[config.mk]
export PLATFORM = sky130hd
export DESIGN_NAME = display_scanner
export DESIGN_NICKNAME = d
export VERILOG_FILES = /design/src/rtl/display_scanner.sv
export SDC_FILE = /design/constraint.sdc
export NUM_CORES = 1
export LEC_CHECK = 0
export CORE_ASPECT_RATIO = 0.75
export CORE_MARGIN = 4
export CORE_UTILIZATION = 48
export DETAILED_ROUTE_END_ITERATION = 8
export HOLD_SLACK_MARGIN = 0.15
export PLACE_DENSITY = 0.7
export SETUP_SLACK_MARGIN = 0.3
export SYNTH_ARGS = -nofsm -noshare
export SYNTH_HDL_FRONTEND = slang
export SYNTH_SLANG_ARGS = --single-unit
[constraint.sdc]
create_clock -name i_Clk -period 3.14 [get_ports i_Clk]
set_input_delay 0.628 -clock i_Clk [delete_from_list [all_inputs] [get_ports i_Clk]]
set_output_delay 0.628 -clock i_Clk [all_outputs]
set_load 0.02 [all_outputs]
[src/rtl/display_scanner.sv]
// Purpose : 14-bit score to 4-digit BCD (sequential double-dabble) with a multiplexed 7-segment scan.
// Latency : valid at edge k -> display digits and o_Busy=0 at edge k+15; scan step every REFRESH_DIV cycles.
// Backpressure: none; strobes arriving while busy collapse into one pending slot (last strobe wins).
module display_scanner #(
  parameter int REFRESH_DIV = 100000
) (
  input  logic        i_Clk,
  input  logic        i_Reset,
  input  logic [13:0] i_Score,
  input  logic        i_Score_Valid,
  input  logic        i_Game_Over,
  output logic [7:0]  o_Digit,
  output logic [3:0]  o_Anode,
  output logic        o_Busy
);

  localparam int PW = 20;
  localparam logic [PW-1:0] PRESC_TC = PW'(REFRESH_DIV - 1);

  typedef enum logic [1:0] {IDLE, SHIFT, COMMIT} state_t;

  state_t      state;
  logic [13:0] bin;          // binary bits still to be shifted in, MSB first
  logic [15:0] bcd;          // conversion accumulator, four BCD nibbles
  logic [3:0]  shift_cnt;
  logic        pend_vld;
  logic [13:0] pend_val;
  logic [15:0] disp;         // committed digits; only ever written with a finished conversion

  logic [13:0] score_clamp;
  logic [15:0] bcd_adj;
  logic [31:0] codes;        // per-position digit codes, position 0 in bits [7:0]

  logic [PW-1:0] presc;
  logic [1:0]    scan_idx;
  logic [1:0]    idx_nxt;
  logic          scan_tick;

  // Scores above four decimal digits saturate to 9999
  always_comb begin
    score_clamp = (i_Score > 14'd9999) ? 14'd9999 : i_Score;
  end

  // Double-dabble correction: add 3 to every nibble >= 5 before it is shifted
  always_comb begin
    bcd_adj = bcd;
    for (int n = 0; n < 4; n++) begin
      if (bcd[n*4 +: 4] >= 4'd5) begin
        bcd_adj[n*4 +: 4] = bcd[n*4 +: 4] + 4'd3;
      end
    end
  end

  // Conversion FSM; also owns the pending slot and the committed display digits
  always_ff @(posedge i_Clk or posedge i_Reset) begin
    if (i_Reset) begin
      state     <= IDLE;
      bin       <= '0;
      bcd       <= '0;
      shift_cnt <= '0;
      o_Busy    <= 1'b0;
      pend_vld  <= 1'b0;
      pend_val  <= '0;
      disp      <= '0;
    end else begin
      // A strobe during SHIFT or COMMIT is parked; IDLE consumes it directly
      if (i_Score_Valid && (state != IDLE)) begin
        pend_vld <= 1'b1;
        pend_val <= score_clamp;
      end
      case (state)
        IDLE: begin
          if (i_Score_Valid || pend_vld) begin
            bin       <= i_Score_Valid ? score_clamp : pend_val;
            bcd       <= '0;
            shift_cnt <= '0;
            o_Busy    <= 1'b1;
            pend_vld  <= 1'b0;
            state     <= SHIFT;
          end
        end
        SHIFT: begin
          bcd       <= 16'({bcd_adj, bin[13]});
          bin       <= {bin[12:0], 1'b0};
          shift_cnt <= shift_cnt + 4'd1;
          if (shift_cnt == 4'd13) begin
            state <= COMMIT;
          end
        end
        COMMIT: begin
          disp   <= bcd;
          o_Busy <= 1'b0;
          state  <= IDLE;
        end
        default: state <= IDLE;
      endcase
    end
  end

  // Digit codes per position: LOSE override, else score with leading zeros blanked
  always_comb begin
    codes = {4{8'hFF}};
    if (i_Game_Over) begin
      codes = {8'h11, 8'h00, 8'h0A, 8'h0E};
    end else begin
      codes[7:0] = {4'h0, disp[3:0]};
      if (disp[15:4] != 12'd0) codes[15:8]  = {4'h0, disp[7:4]};
      if (disp[15:8] != 8'd0)  codes[23:16] = {4'h0, disp[11:8]};
      if (disp[15:12] != 4'd0) codes[31:24] = {4'h0, disp[15:12]};
    end
  end

  always_comb begin
    scan_tick = (presc == PRESC_TC);
    idx_nxt   = scan_idx + 2'd1;
  end

  // Free-running prescaler and scan; anode and digit step together on each tick
  always_ff @(posedge i_Clk or posedge i_Reset) begin
    if (i_Reset) begin
      presc    <= '0;
      scan_idx <= 2'd3;
      o_Anode  <= 4'b1111;
      o_Digit  <= 8'hFF;
    end else if (scan_tick) begin
      presc    <= '0;
      scan_idx <= idx_nxt;
      o_Digit  <= codes[{idx_nxt, 3'b000} +: 8];
      case (idx_nxt)
        2'd0:    o_Anode <= 4'b1110;
        2'd1:    o_Anode <= 4'b1101;
        2'd2:    o_Anode <= 4'b1011;
        default: o_Anode <= 4'b0111;
      endcase
    end else begin
      presc <= presc + 1'b1;
    end
  end

endmodule

==> impl_metrics.yaml, run 1 <==
synth:
  ys_types: 56
  synthCells: 508
  synth_area_sq_um: 5100
  syn_area_per_cell_sq_um: 10.0
  synth-main-ff-cell: "dfrtp_1"
  synth_warnings: 0
  yosys_register_bits: 100
  synthesis.nets: 541
  async_flop_share_pct: 100
  synth_edf_count: 0
  ys_seq_area_share_pct: 49.4
hold_path:
  hold_path.class: "reg2reg"
detailed_routing:
  num_vias: 3748
  drtIter0Drc: 350
  via_per_inst: 5.62
  final_antenna_net_count: 0
  wl_per_cell_microns: 15.4
  drc: 0
  wl_mm: 10.2
  drt_pass1_iterations: 5
setup_path:
  required_ps: 3410
  crit_path_end_kind: "register"
  crit_fanout: 18
  r2r-start: "scan_idx[0]$_DFFE_PP1N_"
  worst_path_largest_cell_delay_ps: 720
  cp_top_family: "flip-flops"
  startpoint: "scan_idx[0]$_DFFE_PP1N_"
  critPathSlowestCell: "dfstp_2"
  reg2reg_slack_ps: 780
  worst-path-stages: 6
  r2r_end: "o_Digit[0]$_DFFE_PP1N_"
  critPathLaunchType: "register"
  critical_path_arrival_ps: 2630
  worstPathCellList: "clkinv_1 > ha_1 > inv_1 > a21oi_1 > o311ai_0 > a41oi_2"
  critPathBufInv: 2
  crit_type: "reg2reg"
  cp-endpoint: "o_Digit[0]$_DFFE_PP1N_"
  reg2reg_depth: 6
power:
  switching_share_pct: 35.7
  p_seq_share_pct: 42.5
  switching_power_w: 0.00160
  power_density_nw_per_um2: 779
  leakage_nw: 2.49
  p_clk_share_pct: 22.7
  combPwrFrac_pct: 34.8
  peakVddDrop_mv: 0.352
  internal-power_w: 0.00288
sta:
  finalSetupTns_ps: 0
  finClkSkew_ps: 5.59
  relSlewSlack_pct: 30.9
  fmax_mhz: 424
  worstMarginPinSlew_ps: 1030
  setup_violations: 0
  hold_viol: 0
  rsz0062_at_grt: "false"
  maxSlewViolCount: 0
  finalCritPeriodShare_pct: 75.1
  hold_ws_ps: 475
  min_period_ps: 2360
clocking:
  post_cts_resized: 0
  cts_setup_buffers: 0
  cts_root_buf: "clkbuf_16"
  clk_pin_slew_ps: 60
  cts-buffers-inserted: 9
  h-tree-depth: 3
  ctsHoldBuffers: 0
  cts.path.max_buffers: 2
  clkLatencyLatePin_ps: 340
  cts.sinks: 100
  cts_tree: "yes"
layout:
  final-seq-area_sq_um: 2520
  antenna_cells: 0
  layout-drive-gt1-share_pct: 11.3
  nFillCells: 899
  area_growth_pct: 12.8
  multi_input_area_sq_um: 2300
  finalNetCount: 559
place:
  gp_congestion: 0.825
  dpl.hpwl_mm: 7.30
  port-buffer-count: 30
grt:
  met1_usage_pct: 25.7
  grt-ovfl-total: 0
  met3_usage_pct: 4.51
  grt_max_degree: 36
  busiest_layer: "met2"
  grt_pass1_vias: 3696
  grt_pass1_wl_mm: 17.9
  grt_use_met2_pct: 26.3
  gr-usage-all-layers_pct: 17.7
  grt_antenna_before_repair: 0
die:
  die_w_microns: 127
  core_area_sq_um: 10300
  io_pins: 31
  rows: 32
  die_h_microns: 97.2
  die_area_sq_um: 12300
  start_util_pct: 49.3
flow_run:
  cap_violations: 0
status:
  status: "completed"
## sequential cells by signal (all words and copies together) (netlist names)
register / cells
bcd: 16
pend_vld: 1
scan_idx: 2
state: 2
disp: 16
bin: 14
o_Anode: 4
shift_cnt: 4
o_Busy: 1
pend_val: 14
o_Digit: 6
presc: 20
## synthesized netlist by cell type (9+ instances only)
master    count  share of area [%]
buf_2        13                1.3
a21oi_1      35                3.4
dfrtp_1      88                 43
xor2_1       10                1.7
nor2_1       31                2.3
nand3_1      10               0.98
nor3_1        9               0.88
o31ai_1      14                2.1
mux2i_1      12                2.4
o22ai_1       9                1.1
dfstp_2      12                6.2
o21ai_0      45                4.4
nand2_1      44                3.2
clkbuf_1     11               0.81
xnor2_1      15                2.6
ha_1         15                3.7
mux2_2       11                2.4
nand2b_1     10                1.2
inv_1        28                2.1
## stage by stage
stage	cell area, sq um	instances	power (W)	util (%)	worst slack [ps]
2_1_floorplan	5100	508	0.00314	-	1270
3_3_place_gp	5480	651	0.00340	53.1	603
3_5_place_dp	5480	651	0.00348	53.1	673
4_1_cts	5750	667	0.00451	55.7	826
5_1_grt	5750	667	0.00482	55.7	619
6_report	5750	667	0.00448	55.7	781
## cells in the final DEF (no fill, tap or decap), drive strengths merged, types with 7 or more instances in the layout
cell type and instances:
dfrtp 88, o21ai 47, nand2 44, a21oi 35, nor2 31, clkdlybuf4s50 30
inv 27, xnor2 15, ha 15, o31ai 14, mux2i 12, dfstp 12
mux2 11, nor3 11, nand2b 10, xor2 10, nand3 10, clkbuf 10
o22ai 9, buf 8, a31oi 8, nor2b 7, clkinv 7
## worst reg2reg max path, cell delays in order, from the launching register on
cell and delay (ps):
dfstp_2 720, clkinv_1 360, ha_1 510, inv_1 140, a21oi_1 170, o311ai_0 180
a41oi_2 210
## power by group through the flow
stage | sequential (W) | combinational [W] | clock [W]
final | 0.00190 | 0.00156 | 0.00102
after global routing | 0.00195 | 0.00177 | 0.00110
after global placement | 0.00191 | 0.00149 | 0
after detailed placement | 0.00192 | 0.00156 | 0
after floorplan | 0.00184 | 0.00130 | 0
after CTS | 0.00190 | 0.00156 | 0.00105
## cell families after synthesis
logic type	after synthesis	synth area share, %
AOI/OAI and AO/OA	141	17.7
xor gates and xnor gates	25	4.30
adders and majority gates	15	3.68
buffers and inverters	60	5.55
DFF	100	49.4
muxes	23	4.79
and+or+nand+nor	144	14.6
## area by class of cell
class,count,share of cell area (%)
clock inverters,6,0.522
multi-input cells,348,39.9
flip-flops and latches,100,43.8
repair buffers,38,6.70
clock buffers,10,4.16
well taps,136,2.96
inverters,29,1.96
## metal layers
layer,vias to the layer above,wire (microns)
met5,-,0
met3,7,406
met1,1841,5110
met4,0,87
met2,63,4640
li1,1837,-
## worst min path at each step
stage                                  startpoint                       to  slack [ps]  cells after the start
final                     pend_val[7]$_DFFE_PP0P_  pend_val[7]$_DFFE_PP0P_         480                      2
after global routing          presc[19]$_DFF_PP0_      presc[19]$_DFF_PP0_         500                      1
after CTS                  o_Anode[3]$_DFFE_PP1N_   o_Anode[3]$_DFFE_PP1N_         480                      2
after detailed placement   o_Anode[3]$_DFFE_PP1N_   o_Anode[3]$_DFFE_PP1N_         470                      2
after global placement     o_Anode[3]$_DFFE_PP1N_   o_Anode[3]$_DFFE_PP1N_         460                      2
after floorplan           pend_val[4]$_DFFE_PP0P_  pend_val[4]$_DFFE_PP0P_         440                      2
Note: power is estimated with default switching activity, not from simulation.
==> inputs of run 2 (changes only) <==
PLACE_DENSITY = 0.68   (was 0.7)
clock period = 2.45 ns   (was 3.14 ns; I/O delays follow)
==> impl_metrics.yaml, run 2 (synthesis gave the netlist of run 1 again) <==
power:
  power.total_w: 0.00574
  p_clk_share_pct: 22.7
  p_seq_share_pct: 42.5
  switching_power_w: 0.00202
  leakage_nw: 2.52
  power_density_nw_per_um2: 989
  peakVddDrop_mv: 0.418
  switching_share_pct: 35.2
  combPwrFrac_pct: 34.8
  internal-power_w: 0.00372
detailed_routing:
  drtIter0Drc: 314
  drt_pass1_iterations: 7
  final_antenna_net_count: 0
  via_per_inst: 5.70
  num_vias: 3839
  wl_per_cell_microns: 15.5
  drc: 0
  wl_mm: 10.5
hold_path:
  hold_depth: 2
  hold_path.class: "reg2reg"
  min_to: "bin[13]$_DFFE_PP0P_"
  min_from: "bin[13]$_DFFE_PP0P_"
setup_path:
  cp_top_family: "flip-flops"
  crit_type: "reg2reg"
  crit_path_end_kind: "register"
  critPathLaunchType: "register"
  crit_fanout: 18
  worst_path_largest_cell_delay_ps: 730
  required_ps: 2710
  worstPathCellList: "clkinv_1 > ha_2 > inv_1 > a21oi_1 > o311ai_0 > a41oi_2"
  critPathBufInv: 2
  critical_path_arrival_ps: 2280
  critPathSlowestCell: "dfstp_4"
  r2r_end: "o_Digit[0]$_DFFE_PP1N_"
  r2r-start: "scan_idx[0]$_DFFE_PP1N_"
  reg2reg_depth: 6
  reg2reg_slack_ps: 430
grt:
  grt-ovfl-total: 0
  grt_pass1_wl_mm: 18.3
  grt_antenna_before_repair: 0
  grt_max_degree: 101
  grt_pass1_vias: 3765
  gr-usage-all-layers_pct: 17.9
clocking:
  cts.path.max_buffers: 2
  h-tree-depth: 3
  cts_setup_buffers: 0
  clkLatencyLatePin_ps: 340
  cts_root_buf: "clkbuf_16"
  cts.sinks: 100
  cts-buffers-inserted: 9
  post_cts_resized: 0
  cts_tree: "yes"
  clk_pin_slew_ps: 70
  ctsHoldBuffers: 0
sta:
  fmax_mhz: 494
  min_period_ps: 2020
  setup_violations: 0
  relSlewSlack_pct: 21.4
  finClkSkew_ps: 7.58
  finalSetupTns_ps: 0
  rsz0062_at_grt: "false"
  hold_viol: 0
  finalCritPeriodShare_pct: 82.6
  worstMarginPinSlew_ps: 1170
  maxSlewViolCount: 0
layout:
  area_growth_pct: 13.8
  mostFrequentLayoutCell: "dfrtp_1"
  antenna_cells: 0
  top_regs: "presc x20, bcd x16, disp x16"
  finalNetCount: 566
  layout-drive-gt1-share_pct: 12.5
  stdcell_area_sq_um: 5800
  mostFrequentLayoutCells: "88 x dfrtp_1, 45 x o21ai_0, 44 x nand2_1"
  largest_reg_flops: 20
  top_register: "presc"
  nFillCells: 918
flow_run:
  cap_violations: 0
die:
  die_h_microns: 97.2
  core_area_sq_um: 10300
  start_util_pct: 49.3
  die_area_sq_um: 12300
  die_w_microns: 127
  io_pins: 31
  rows: 32
place:
  gp_congestion: 0.833
  port-buffer-count: 30
  dpl.hpwl_mm: 7.35
  place_area_sq_um: 5520
status:
  status: "completed"
-- run 2: cell count changes in the layout (fill, tap and decap cells not counted), sizes merged --
cell	delta
buf	+7
clkinv	-1
clkbuf	+1
-- run 2: how the worst max path moves through the flow --
stage	cells after the start	slack, ps	endpoint	startpoint
2_1_floorplan	6	580	o_Digit[0]$_DFFE_PP1N_	scan_idx[0]$_DFFE_PP1N_
3_3_place_gp	5	230	bin[4]$_DFFE_PP0P_	i_Score[7]
3_5_place_dp	5	200	bin[5]$_DFFE_PP0P_	i_Score[7]
4_1_cts	6	360	o_Digit[0]$_DFFE_PP1N_	scan_idx[0]$_DFFE_PP1N_
5_1_grt	6	330	o_Digit[0]$_DFFE_PP1N_	scan_idx[0]$_DFFE_PP1N_
6_report	6	430	o_Digit[0]$_DFFE_PP1N_	scan_idx[0]$_DFFE_PP1N_
-- run 2: final cells by class --
cell class                 count  area, sq um  share of cell area, %
clock inverter                 5         27.5                  0.475
timing repair buffer          45          425                   7.33
sequential                   100         2520                   43.5
inverter                      29          113                   1.94
clock buffer                  11          243                   4.18
multi-input combinational    348         2300                   39.7
tap                          136          170                   2.93
-- run 2: per-stage QoR --
stage                     setup slack [ps]  instances  util, %  hold WS [ps]
after floorplan                        575        508        -           442
after global placement                 234        658     53.5           459
after detailed placement               205        658     53.5           466
after CTS                              355        674     56.1           479
after global routing                   331        674     56.2           507
final                                  427        674     56.2           482
-- run 2: power groups by stage --
| stage | registers [W] | clock network (W) | logic (W) |
|---|---|---|---|
| 5_1_grt | 0.00250 | 0.00141 | 0.00226 |
| 2_1_floorplan | 0.00236 | 0 | 0.00167 |
| 4_1_cts | 0.00244 | 0.00133 | 0.00201 |
| 6_report | 0.00244 | 0.00130 | 0.00200 |
| 3_5_place_dp | 0.00246 | 0 | 0.00200 |
| 3_3_place_gp | 0.00245 | 0 | 0.00194 |
-- run 2: worst reg2reg max path, cell delays in order (launching register included) --
cell      delay, ps
dfstp_4         730
clkinv_1        120
ha_2            390
inv_1           120
a21oi_1         170
o311ai_0        190
a41oi_2         220
-- run 2: layer usage --
layer | vias up | GRT usage, % | wire length [microns]
li1 | 1862 | - | -
met1 | 1868 | 27.8 | 5360
met2 | 98 | 24.9 | 4440
met3 | 11 | 4.73 | 558
met4 | 0 | 3.87 | 95
met5 | - | 0 | 0
